### src/rtl/cdb_arbiter.sv
// cdb_arbiter: completion arbiter between functional units and the CDB/ROB.
// Each FU source has one holding register. Up to NUM_PORTS held results are
// broadcast per cycle, and starved entries are promoted ahead of normal
// requests. A squash drops every held result.
// Optional feature macro: CDB_ROTATE_PRIORITY_EN. When it is defined, priority
// rotates from rr_ptr. When it is undefined, priority is fixed with index 0
// highest, and starvation promotion still applies.

`ifndef NUM_FU_ALU
`define NUM_FU_ALU 2
`endif
`ifndef NUM_FU_MULT
`define NUM_FU_MULT 1
`endif
`ifndef NUM_FU_LOAD
`define NUM_FU_LOAD 1
`endif
`ifndef N
`define N 2
`endif

package cdb_arbiter_pkg;
    typedef struct packed {
        logic [5:0]  dest_prn;
        logic [31:0] value;
    } CDB_PACKET;

    typedef struct packed {
        logic [4:0]  robn;
        logic        executed;
        logic        branch_taken;
        logic [31:0] target_addr;
    } FU_ROB_PACKET;
endpackage

module cdb_arbiter
    import cdb_arbiter_pkg::*;
#(
    parameter int NUM_SRC      = `NUM_FU_ALU + `NUM_FU_MULT + `NUM_FU_LOAD,
    parameter int NUM_PORTS    = `N,
    parameter int STARVE_LIMIT = 4,
    parameter int CNT_W        = $clog2(STARVE_LIMIT + 1)
) (
    input  logic               clock,
    input  logic               reset,
    input  logic               squash,
    input  logic [NUM_SRC-1:0] src_valid,
    input  logic [NUM_SRC-1:0] src_rob_only,
    input  CDB_PACKET          src_cdb [NUM_SRC],
    input  FU_ROB_PACKET       src_rob [NUM_SRC],
    output logic [NUM_SRC-1:0] src_ready,
    output CDB_PACKET          cdb_out [NUM_PORTS],
    output FU_ROB_PACKET       fu_rob_out [NUM_PORTS],
    output logic [NUM_SRC-1:0] grant_debug
);

    localparam int PTR_W = (NUM_SRC > 1) ? $clog2(NUM_SRC) : 1;
    localparam logic [PTR_W:0]   SRC_W = (PTR_W + 1)'(NUM_SRC);
    localparam logic [CNT_W-1:0] LIMIT = CNT_W'(STARVE_LIMIT);

    logic [NUM_SRC-1:0] held_valid;
    logic [NUM_SRC-1:0] held_rob_only;
    CDB_PACKET          held_cdb [NUM_SRC];
    FU_ROB_PACKET       held_rob [NUM_SRC];
    logic [CNT_W-1:0]   wait_cnt [NUM_SRC];

    logic [NUM_SRC-1:0] req;
    logic [NUM_SRC-1:0] starved;
    logic [NUM_SRC-1:0] granted;
    logic [NUM_SRC-1:0] capture;
    logic [PTR_W-1:0]   base;
    logic [PTR_W-1:0]   gidx;
    logic [PTR_W-1:0]   pidx;
    int                 n_grant;
    int                 n_port;

    // Map a priority offset to a source index, wrapping at NUM_SRC.
    function automatic logic [PTR_W-1:0] rot_idx(input logic [PTR_W-1:0] start, input int off);
        logic [PTR_W:0] sum;
        sum = {1'b0, start} + (PTR_W + 1)'(off);
        if (sum >= SRC_W) sum = sum - SRC_W;
        return sum[PTR_W-1:0];
    endfunction

`ifdef CDB_ROTATE_PRIORITY_EN
    logic [PTR_W-1:0] rr_ptr;
    logic [PTR_W-1:0] rr_next;
    int               last_off;
    assign base    = rr_ptr;
    assign rr_next = rot_idx(rr_ptr, last_off + 1);
`else
    assign base = '0;
`endif

    assign req       = held_valid & ~{NUM_SRC{squash}};
    assign src_ready = (~held_valid | granted) & ~{NUM_SRC{squash}};
    assign capture   = src_valid & src_ready;
    assign grant_debug = granted;

    // Flag requesters that have waited long enough to jump the priority queue.
    always_comb begin
        starved = '0;
        for (int i = 0; i < NUM_SRC; i++) begin
            starved[i] = req[i] && (wait_cnt[i] == LIMIT);
        end
    end

    // Select up to NUM_PORTS winners: starved sources first, then everyone else, both in priority order.
    always_comb begin
        granted = '0;
        n_grant = 0;
        gidx    = '0;
        for (int j = 0; j < NUM_SRC; j++) begin
            gidx = rot_idx(base, j);
            if (starved[gidx] && n_grant < NUM_PORTS) begin
                granted[gidx] = 1'b1;
                n_grant++;
            end
        end
        for (int j = 0; j < NUM_SRC; j++) begin
            gidx = rot_idx(base, j);
            if (req[gidx] && !granted[gidx] && n_grant < NUM_PORTS) begin
                granted[gidx] = 1'b1;
                n_grant++;
            end
        end
    end

    // Pack winners onto ports in priority order; idle ports stay all-zero.
    always_comb begin
        for (int k = 0; k < NUM_PORTS; k++) begin
            cdb_out[k]    = '0;
            fu_rob_out[k] = '0;
        end
        n_port = 0;
        pidx   = '0;
`ifdef CDB_ROTATE_PRIORITY_EN
        last_off = 0;
`endif
        for (int j = 0; j < NUM_SRC; j++) begin
            pidx = rot_idx(base, j);
            if (granted[pidx]) begin
                for (int k = 0; k < NUM_PORTS; k++) begin
                    if (k == n_port) begin
                        cdb_out[k]             = held_rob_only[pidx] ? '0 : held_cdb[pidx];
                        fu_rob_out[k]          = held_rob[pidx];
                        fu_rob_out[k].executed = 1'b1;
                    end
                end
`ifdef CDB_ROTATE_PRIORITY_EN
                last_off = j;
`endif
                n_port++;
            end
        end
    end

    // Track occupancy and age of each holding register; reset and squash empty them all.
    always_ff @(posedge clock) begin
        if (reset || squash) begin
            held_valid <= '0;
            for (int i = 0; i < NUM_SRC; i++) wait_cnt[i] <= '0;
        end else begin
            for (int i = 0; i < NUM_SRC; i++) begin
                if (capture[i]) begin
                    held_valid[i] <= 1'b1;
                    wait_cnt[i]   <= '0;
                end else if (granted[i]) begin
                    held_valid[i] <= 1'b0;
                    wait_cnt[i]   <= '0;
                end else if (held_valid[i] && wait_cnt[i] != LIMIT) begin
                    wait_cnt[i] <= wait_cnt[i] + CNT_W'(1);
                end
            end
        end
    end

    // Load result payloads only when a source is accepted, so held data is never overwritten.
    always_ff @(posedge clock) begin
        for (int i = 0; i < NUM_SRC; i++) begin
            if (capture[i]) begin
                held_rob_only[i] <= src_rob_only[i];
                held_cdb[i]      <= src_cdb[i];
                held_rob[i]      <= src_rob[i];
            end
        end
    end

`ifdef CDB_ROTATE_PRIORITY_EN
    // Move the rotating pointer just past the last winner whenever anything is granted.
    always_ff @(posedge clock) begin
        if (reset) begin
            rr_ptr <= '0;
        end else if (|granted) begin
            rr_ptr <= rr_next;
        end
    end
`endif

endmodule

### config.mk
export PLATFORM = sky130hd
export DESIGN_NAME = cdb_arbiter
export DESIGN_NICKNAME = d
export VERILOG_FILES = /design/src/rtl/cdb_arbiter.sv
export SDC_FILE = /design/constraint.sdc
export NUM_CORES = 1
export LEC_CHECK = 0
export CAP_MARGIN = 20
export CORE_AREA = 3 3 190 192
export CTS_CLUSTER_DIAMETER = 40
export DETAILED_ROUTE_END_ITERATION = 16
export DIE_AREA = 0 0 193 195
export GPL_ROUTABILITY_DRIVEN = 0
export MAX_ROUTING_LAYER = met4
export PLACE_DENSITY = 0.77
export REMOVE_ABC_BUFFERS = 1
export SETUP_SLACK_MARGIN = 0.15
export SYNTH_ARGS = -nofsm -noshare
export SYNTH_HDL_FRONTEND = slang
export SYNTH_SLANG_ARGS = --single-unit
### constraint.sdc
create_clock -name clock -period 9.7 [get_ports clock]
set_clock_uncertainty 0.15 [all_clocks]
set_input_delay 1.94 -clock clock [delete_from_list [all_inputs] [get_ports clock]]
set_output_delay 1.94 -clock clock [all_outputs]
set_load 0.01 [all_outputs]
==> Word level (Yosys, flattened, before mapping) <==
Memory sizes are Yosys's and may differ from the RTL's.
Index checks and enable logic that the tools add are counted.
{ "word_totals": {"ff_bits": 8, "ramBits": 320, "latch_bits": 0, "input_bits": 319, "mem_count": 3, "output_inout_bits": 162, "romBits": 0, "word_cells": 206} }
{ "op_classes": {"shifts": 0, "n_div": 0, "mul": 0, "n_bitwise": 18, "n_lt_le_gt_ge": 7, "addsub": 12, "n_mux": 116, "n_eq_ne": 11, "reduce_logical": 31} }
{ "memory_table": {"columns": ["name", "depth", "word_bits", "rd", "rd_ports_with_merged_regs", "wr", "line_no", "rtl"], "rows": [
  ["held_rob", 4, 39, 4, 0, 4, "64", "FU_ROB_PACKET held_rob [NUM_SRC];"],
  ["held_cdb", 4, 38, 4, 0, 4, "63", "CDB_PACKET held_cdb [NUM_SRC];"],
  ["wait_cnt", 4, 3, 4, 0, 4, "65", "logic [CNT_W-1:0] wait_cnt [NUM_SRC];"]
]} }
{ "op_table": {"columns": ["cell", "n"], "rows": [
  ["two-way mux 38 bit", 11],
  ["two-way mux 39 bit", 7],
  ["two-way mux 32 bit", 8],
  ["two-way mux 78 bit", 3],
  ["two-way mux 76 bit", 3],
  ["adder 32 x 2 -> 32 bit (second input constant)", 7],
  ["less-than comparator 32 x 3 -> 1 bit (second input constant)", 7],
  ["logical NOT 32 bit", 3],
  ["two-way mux 1 bit", 66],
  ["== test 2 x 32 -> 1 bit (first input constant)", 2],
  ["two-way mux 3 bit", 14],
  ["logical AND 1 bit", 19],
  ["adder 3 x 1 -> 3 bit (second input constant)", 4],
  ["bitwise AND 4 bit", 3],
  ["== test 3 bit (second input constant)", 4],
  ["inequality test 3 bit (second input constant)", 4],
  ["OR 1 bit", 12],
  ["two-way mux 4 bit", 2],
  ["NOT 4 bit", 2],
  ["nonzero test 2 bit", 4],
  ["logical NOT 1 bit", 4],
  ["two-way mux 2 bit", 2],
  ["OR 4 bit", 1],
  ["adder 1 x 1 -> 2 bit (second input constant)", 1],
  ["2 further kinds", 2]
]} }

==> Depth between registers and ports, before layout <==
Gate-level depths: netlist of the first run.
{ "logic_depth": {"depth_word": 35, "ltp_mapped": 23, "ltp_nobuf": 21} }

==> Least setup slack after synthesis of the first run <==
No wires, ideal clock.
{ "synth_path": {"kind": "input port to flip-flop", "from": "in squash", "to": "mem held_cdb[3][0] in the netlist's numbering (enable)", "path_stages": 15, "t_arrival_ps": 8310, "slack_ps": 727, "setup_time_ps": 513, "n_path_buf": 0, "t_required_ps": 9037, "path_cell_list": "nand2b_1 -> nor2_1 -> inv_2 -> ha_1 -> xnor2_1 -> a21oi_1 -> or3b_2 -> ha_1 -> a21o_1 -> ha_1 -> o221ai_1 -> nand3_1 -> o22ai_4 -> nor2_1 -> nor2_1"} }
{ "synth_rtl": {"columns": ["element", "line_no", "rtl"], "rows": [
  ["from (decl)", "46", "input logic squash,"],
  ["to (decl)", "63", null]
]} }

==> results of run 1 <==
-- cell families (layout without fill, tap and decap cells) --
| kind of cell | count (synthesis) | count (layout) | share of synthesized area, % |
|---|---|---|---|
| other | 0 | 4 | 0 |
| DFF | 324 | 324 | 62.3 |
| muxes | 229 | 229 | 15.7 |
| buffers and inverters | 94 | 612 | 2.78 |
| AOI/OAI and AO/OA | 180 | 180 | 8.77 |
| and+or+nand+nor | 267 | 267 | 9.00 |
| xor gates and xnor gates | 6 | 6 | 0.338 |
| adders and majority gates | 14 | 14 | 1.13 |
-- per-layer routing --
layer	routed length, um	up-vias
li1	-	5192
met1	18400	5686
met2	25700	587
met3	5330	103
met4	1750	0
met5	0	-
-- report_power, final --
part	switching [mW]	total [mW]	internal (mW)
clock network	0.654	1.91	1.25
registers	0.0222	1.64	1.61
logic	0.164	0.379	0.215
-- layout make-up --
type	instances	area share [%]
antenna	4	0.0441
inverter	20	0.331
tap	455	2.51
multi-input combinational	696	24.4
sequential	324	42.7
timing repair buffer	502	22.2
clock inverter	34	2.14
clock buffer	56	5.71
-- critical path, cell delays in order --
cell and delay, ps:
clkdlybuf4s50_1 480, nand2b_1 210, nor2_2 170, inv_2 80, ha_1 330, xnor2_1 160, a21oi_1 200, or3b_2 530
ha_1 330, or2_2 280, a21oi_1 170, and2_1 170, nand3_1 80, nor2_1 180, a21oi_4 90, inv_2 140
mux2i_1 300, nand2_4 90, buf_12 200, mux2i_1 330, clkdlybuf4s50_1 600
-- registers in the layout, summed over array words and instances, names as in the netlist --
| register | cells |
|---|---|
| held_rob_only | 4 |
| wait_cnt | 12 |
| held_cdb | 152 |
| held_rob | 152 |
| held_valid | 4 |
-- cells in the final DEF (no fill, tap or decap), types with 38 or more instances in the layout --
cell / instances
a22o_1: 76
edfxtp_1: 320
clkbuf_16: 51
nand2_1: 85
clkdlybuf4s50_1: 474
a22oi_1: 38
nor2b_1: 78
mux2i_1: 113
o21ai_0: 41
nand2b_1: 43
mux2_2: 101
-- path summary, 6_finish.rpt --
kind | slack, ps | depth (start not counted) | to
max | 420 | 21 | cdb_out[29]
min | 420 | 2 | held_valid[1]
max reg2reg | 4110 | 19 | held_cdb[2][16]
min reg2reg | 420 | 2 | held_valid[1]
-- Yosys cell counts, drive strengths merged (2+ instances only) --
master | n | share of area [%]
a21o | 2 | 0.096
a21oi | 11 | 0.50
a22o | 76 | 4.3
a22oi | 39 | 1.9
and2 | 4 | 0.16
and3 | 2 | 0.080
and4b | 3 | 0.22
buf | 25 | 1.1
clkbuf | 49 | 1.2
dfxtp | 4 | 0.51
edfxtp | 320 | 62
ha | 14 | 1.1
inv | 19 | 0.46
mux2 | 114 | 8.3
mux2i | 115 | 7.4
nand2 | 87 | 2.1
nand2b | 43 | 1.7
nand3 | 9 | 0.29
nand4 | 2 | 0.080
nor2 | 26 | 0.63
nor2b | 78 | 3.1
nor3 | 4 | 0.13
o21a | 2 | 0.096
o21ai | 43 | 1.4
o22ai | 2 | 0.17
or2 | 2 | 0.080
or3 | 4 | 0.19
xnor2 | 5 | 0.28
-- what timing repair did --
| action | in CTS | in global routing |
|---|---|---|
| buffers inserted | 0 | 0 |
| setup endpoints to repair | 0 | 69 |
| resized for setup | 0 | 8 |
==> flow_summary.yaml, run 1 <==
status:
  status: "finished clean"
clock_tree:
  cts_max_level: 2
  path_clk_slew_ps: 50
  cts_tree: "built"
  clk_latency_ps: 560
  ctsHoldBuffers: 0
  ctsRootBufferMaster: "clkbuf_16"
  clkSinkCount: 324
  cts_buffers: 49
  cts_buffer_depth: 3
synthesis:
  synth_edf_count: 320
  synth-async-reset-ratio_pct: 0
  synth_cell_types: 50
  synthCells: 1114
  yosys_warnings: 0
  synthesis.area_um2: 15600
  ys_ff_latch: 324
  avgSynthCellArea_um2: 14.0
  synth_ff_type: "edfxtp_1"
  ys_seq_area_share_pct: 62.3
critical_path:
  endpoint_kind: "output port"
  setup.worst_path.start_class: "primary input"
  crit_start: "squash"
  crit_required_ps: 7610
  r2r-start: "wait_cnt[0][0]"
  critPathMaxFanout: 50
  crit_arrival_ps: 7190
  path_class: "primary input to output port"
floorplanning:
  rows: 68
  die_w_um: 193
  ios: 481
  start_util_pct: 45.0
  coreArea_um2: 34500
  die_h_um: 195
  die-area_um2: 37600
sta:
  rsz0062_at_grt: "false"
  drv_slew: 0
  holdWs_ps: 419
  max_slew_margin_pct: 30.7
  finalSetupViolations: 0
  finalCriticalPeriod_ps: 9280
  fin_setup_tns_ps: 0
  hold_viol_final: 0
  clock.fmax_mhz: 108
  fin_ws_ps: 417
  period_share_pct: 95.7
  tightest_slew_ps: 1040
cells_and_area:
  drive_gt1_share_pct: 14.6
  finalInstanceArea_um2: 22700
  seqCellArea_um2: 9690
  multi_input_area_um2: 5530
  areaGrowthSynthToFinish_pct: 45.8
  final_cells: 2091
  utilization_pct: 65.6
  fillers: 2473
  fin_nets: 1926
route:
  vias_per_cell: 5.53
  wire_per_inst_um: 24.5
  drcViolationCount: 0
  vias: 11600
  drt_iter0_drc: 620
  first_pass_iters: 5
  wl_mm: 51.2
  antenna_left: 0
place:
  dpl_cell_area_um2: 20900
  place_inst: 1997
  io_buffers: 476
  dp_worst_setup_slack_ps: 352
  dp_hpwl_mm: 33.7
flow_run:
  cap_violations: 0
power_and_ir_drop:
  ir_drop_uv: 180
  pwr_density_cell_nw_per_um2: 173
  leakage_nw: 8.85
  finalPower_mw: 3.92
global_route:
  track_usage_pct: 27.3
  grt_pass1_vias: 12400
  grt_pass1_wl_mm: 74.9
  grt-ovfl-total: 0
  grtUsageMet1_pct: 30.5
  grt_max_degree: 59
  grt.busiest_layer: "met2"
  antenna_found_initial: 4
  met2_usage_pct: 46.2
  grt_use_met3_pct: 7.86
min_path:
  min-delay-start: "held_valid[1]"
  hp-class: "register to register"
Note: power is estimated with default switching activity, not from simulation.
==> run 2: changes to the inputs <==
--- a/config.mk
+++ b/config.mk
@@ -11,7 +11,6 @@
 export DETAILED_ROUTE_END_ITERATION = 16
 export DIE_AREA = 0 0 193 195
 export GPL_ROUTABILITY_DRIVEN = 0
-export MAX_ROUTING_LAYER = met4
 export PLACE_DENSITY = 0.77
 export REMOVE_ABC_BUFFERS = 1
 export SETUP_SLACK_MARGIN = 0.15
==> run 2 against run 1 <==
  * Cell area is essentially flat
  * Maximum frequency shrank 0.44%
  * Setup slack lost 41 ps
  * Sequential cell count stayed put
  * Via count barely moved
  * Sequential power barely moved
  * Power about the same
  * Clock power is essentially flat
  * Routed wire length decreased by 0.18%
  * Core utilization barely moved
==> flow_summary.yaml, run 2 (synthesized netlist as in run 1, its figures left out) <==
cells_and_area:
  final_cells: 2091
  fin_nets: 1926
  drive_gt1_share_pct: 14.6
  utilization_pct: 65.6
  fillers: 2473
  finalInstanceArea_um2: 22700
  layout_common_cells: "475 x clkdlybuf4s50_1, 320 x edfxtp_1, 113 x mux2i_1"
  reg_top3: "held_cdb x152, held_rob x152, wait_cnt x12"
  final_common_cell: "clkdlybuf4s50_1"
  areaGrowthSynthToFinish_pct: 45.7
clock_tree:
  ctsHoldBuffers: 0
  ctsRootBufferMaster: "clkbuf_16"
  clk_latency_ps: 560
  cts_buffers: 49
  cts_max_level: 2
  path_clk_slew_ps: 50
  clkSinkCount: 324
  cts_tree: "built"
  cts_buffer_depth: 3
sta:
  rsz0062_at_grt: "false"
  clock.fmax_mhz: 107
  hold_viol_final: 0
  fin_ws_ps: 377
  period_share_pct: 96.1
  finalSetupViolations: 0
  drv_slew: 0
  max_slew_margin_pct: 31.2
  finalCriticalPeriod_ps: 9320
  tightest_slew_ps: 1030
critical_path:
  endpoint_kind: "output port"
  setup.worst_path.start_class: "primary input"
  crit_arrival_ps: 7230
  critPathMaxFanout: 50
  path_class: "primary input to output port"
  crit_required_ps: 7610
route:
  drcViolationCount: 0
  wire_per_inst_um: 24.4
  first_pass_iters: 5
  antenna_left: 0
  vias: 11600
  wl_mm: 51.1
  vias_per_cell: 5.53
  drt_iter0_drc: 568
floorplanning:
  ios: 481
  rows: 68
  die_w_um: 193
  start_util_pct: 45.0
  die-area_um2: 37600
  coreArea_um2: 34500
  die_h_um: 195
power_and_ir_drop:
  leakage_nw: 8.83
  ir_drop_uv: 181
  pwr_density_cell_nw_per_um2: 173
  finalPower_mw: 3.92
place:
  place_inst: 1997
  io_buffers: 476
  dpl_cell_area_um2: 20900
  dp_hpwl_mm: 33.7
  dp_worst_setup_slack_ps: 352
global_route:
  antenna_found_initial: 5
  track_usage_pct: 26.5
  grt_pass1_wl_mm: 74.9
  grt-ovfl-total: 0
  grt_pass1_vias: 12400
  grt_max_degree: 59
flow_run:
  cap_violations: 0
min_path:
  hp-class: "register to register"
status:
  status: "finished clean"
## run 2: cell types whose count changed in the layout (fill, tap and decap cells not counted), sizes merged
cell / change
clkdlybuf4s50: +1
dlymetal6s2s: -1
## run 2: repair_timing
item                                    in CTS  in global routing
endpoints found under the setup margin       0                 64
buffers inserted                             0                  0
resized for setup                            0                  7
## run 2: metal layers
layer	vias up	track usage (%)	routed length (um)	part of all wire [%]
met1	5675	30.3	18300	36
met2	588	46.2	25700	50
met3	115	8.03	5230	10
li1	5189	-	-	-
met4	2	10.9	1890	3.7
met5	-	0	15	0.029
## run 2: where the power goes
part / switching (mW) / internal [mW]
sequential: 0.0221 / 1.61
combinational: 0.164 / 0.215
clock: 0.653 / 1.25
## run 2: layout make-up
| cell class | count | area, um^2 | share of cell area (%) |
|---|---|---|---|
| Multi-Input combinational cell | 696 | 5530 | 24.4 |
| Tap cell | 455 | 569 | 2.51 |
| Clock inverter | 34 | 484 | 2.14 |
| Antenna cell | 4 | 10.0 | 0.0441 |
| Sequential cell | 324 | 9690 | 42.7 |
| Clock buffer | 56 | 1290 | 5.71 |
| Timing Repair Buffer | 502 | 5020 | 22.2 |
| Inverter | 20 | 75.1 | 0.331 |
## run 2: path summary, 6_finish.rpt
check	from	to	slack, ps	depth (start not counted)
worst min register to register	held_valid[1]	held_valid[1]	420	2
worst max-delay path	squash	cdb_out[29]	380	21
worst max register to register	wait_cnt[0][3]	held_cdb[2][12]	4100	18
worst min-delay path	held_valid[1]	held_valid[1]	420	2
## run 2: per-stage QoR
| stage | hold WS [ps] | TNS [ps] |
|---|---|---|
| finish | 419 | 0 |
| global route | 443 | 0 |
| floorplan | 348 | -280300 |
| detailed placement | 404 | 0 |
| CTS | 409 | 0 |
| global placement | 384 | 0 |
## run 2: critical path: stages
cell             delay [ps]
clkdlybuf4s50_1         480
nand2b_1                210
nor2_2                  170
inv_2                    80
ha_1                    330
xnor2_1                 160
a21oi_1                 200
or3b_2                  530
ha_1                    330
or2_2                   280
a21oi_1                 170
and2_1                  170
nand3_1                  80
nor2_1                  180
a21oi_4                  90
inv_2                   140
mux2i_1                 310
nand2_4                 100
buf_12                  200
mux2i_1                 350
clkdlybuf4s50_1         600
==> run 3: changes to the inputs <==
--- a/config.mk
+++ b/config.mk
@@ -17,3 +17,4 @@
 export SYNTH_ARGS = -nofsm -noshare
 export SYNTH_HDL_FRONTEND = slang
 export SYNTH_SLANG_ARGS = --single-unit
+export TNS_END_PERCENT = 50
==> results of run 3 <==
Final layout, timing and power as in run 2 (identical DEF).
==> RTL change (settings of run 3) <==
The parameter `STARVE_LIMIT` goes from 4 to 2.
--- a/src/rtl/cdb_arbiter.sv
+++ b/src/rtl/cdb_arbiter.sv
@@ -38,7 +38,7 @@
 #(
     parameter int NUM_SRC      = `NUM_FU_ALU + `NUM_FU_MULT + `NUM_FU_LOAD,
     parameter int NUM_PORTS    = `N,
-    parameter int STARVE_LIMIT = 4,
+    parameter int STARVE_LIMIT = 2,
     parameter int CNT_W        = $clog2(STARVE_LIMIT + 1)
 ) (
     input  logic               clock,
Function: not settled (the Yosys comparison gave no result); the edit may change what the design does.
==> RTL change against run 3 <==
  * Critical path depth shrank 1
  * Sequential cell count shrank 4
  * Synthesized area grew 3.7%
  * Wire length grew 5.3%
  * Worst setup slack gained 88 ps
  * Utilization grew 1.0 points
  * Register-to-register slack gained 240 ps
  * Design area grew 1.6%
  * Power shrank 6.6%
==> RTL change: results (changes against run 3) <==
[run_status]
status = finished, final reports clean

[pwr]
ir_worst_vdd_mv = 0.116  ; -36%
p_leak_uw = 0.00866  ; -1.9%
power.share.clock_pct = 44.8  ; -3.8 points

[routing]
highest_layer = met4
met2WireLength_mm = 26.1  ; +1.8%
route.detailed.wl_per_inst_um = 25.5  ; +4.5%
met1_length_mm = 20.3  ; +11%
wl_met3_mm = 5.55  ; +6.2%

[grt]
grt_antenna_before_repair = 7  ; +2
grt_pass1_wl_mm = 77.9  ; +3.9%
grt_pass1_vias = 12800  ; +3.8%
met3_usage_pct = 7.52  ; -0.50 points
use_met1_pct = 34.1  ; +3.8 points
grt_util_met2_pct = 46.1  ; -0.11 points

[setup_path]
regToRegStartpoint = wait_cnt[0][2]
crit_fanout = 28  ; -44%
crit_end = fu_rob_out[47]

[layout]
reg_top3 = held_cdb (152), held_rob (152), wait_cnt (8)
nets = 1940  ; +0.73%
layout-drive-gt1-share_pct = 16.4  ; +1.7 points

[synth]
synth_compound_area_share_pct = 9.20  ; +0.43 points
synth_xor_area_share_pct = 0.109  ; -0.23 points
synth_mux_area_share_pct = 20.1  ; +4.4 points
syn_avg_cell_area_um2 = 14.0  ; +0.39%
synth_edf_count = 316  ; -1.3%

[clock_network]
cts_resized = 2  ; +2

[hold_path]
min_to = wait_cnt[0][0]
hold_start = wait_cnt[0][0]
hold_depth = 1  ; -1

[place]
place_area_um2 = 21500  ; +3.1%
place_inst = 2018  ; +1.1%

[timing]
relSlewSlack_pct = 38.7  ; +7.4 points

[RTL change: cell types whose count changed after synthesis, sizes merged, moves of 38 or more]
cell,delta
o21ai,-41
a22o,-76
nand2b,+39
nor2b,-39
a32o,+38
a32oi,+38
o211ai,+38
mux2,+38
nand2,-44
a22oi,-39
mux2i,+38
[RTL change: worst max-delay path, cell delays in order]
cell	delay (ps)
dlymetal6s2s_1	310
inv_1	170
nand3_1	120
ha_1	260
a21bo_2	260
nand2_1	90
a2111oi_1	410
buf_4	190
xor2_1	60
a31o_2	290
ha_1	290
a21o_1	160
ha_1	280
o211ai_1	260
a41oi_4	270
a211oi_4	360
buf_12	250
buf_12	250
mux2_2	360
clkdlybuf4s50_1	540
[RTL change: final cells by class]
class	instances	area [um2]
Clock inverter	28	338
Inverter	13	51.3
Tap cell	455	569
Multi-Input combinational cell	720	6190
Clock buffer	52	1150
Sequential cell	320	9570
Timing Repair Buffer	511	5150
Fill cell	2515	11500
Antenna cell	7	17.5
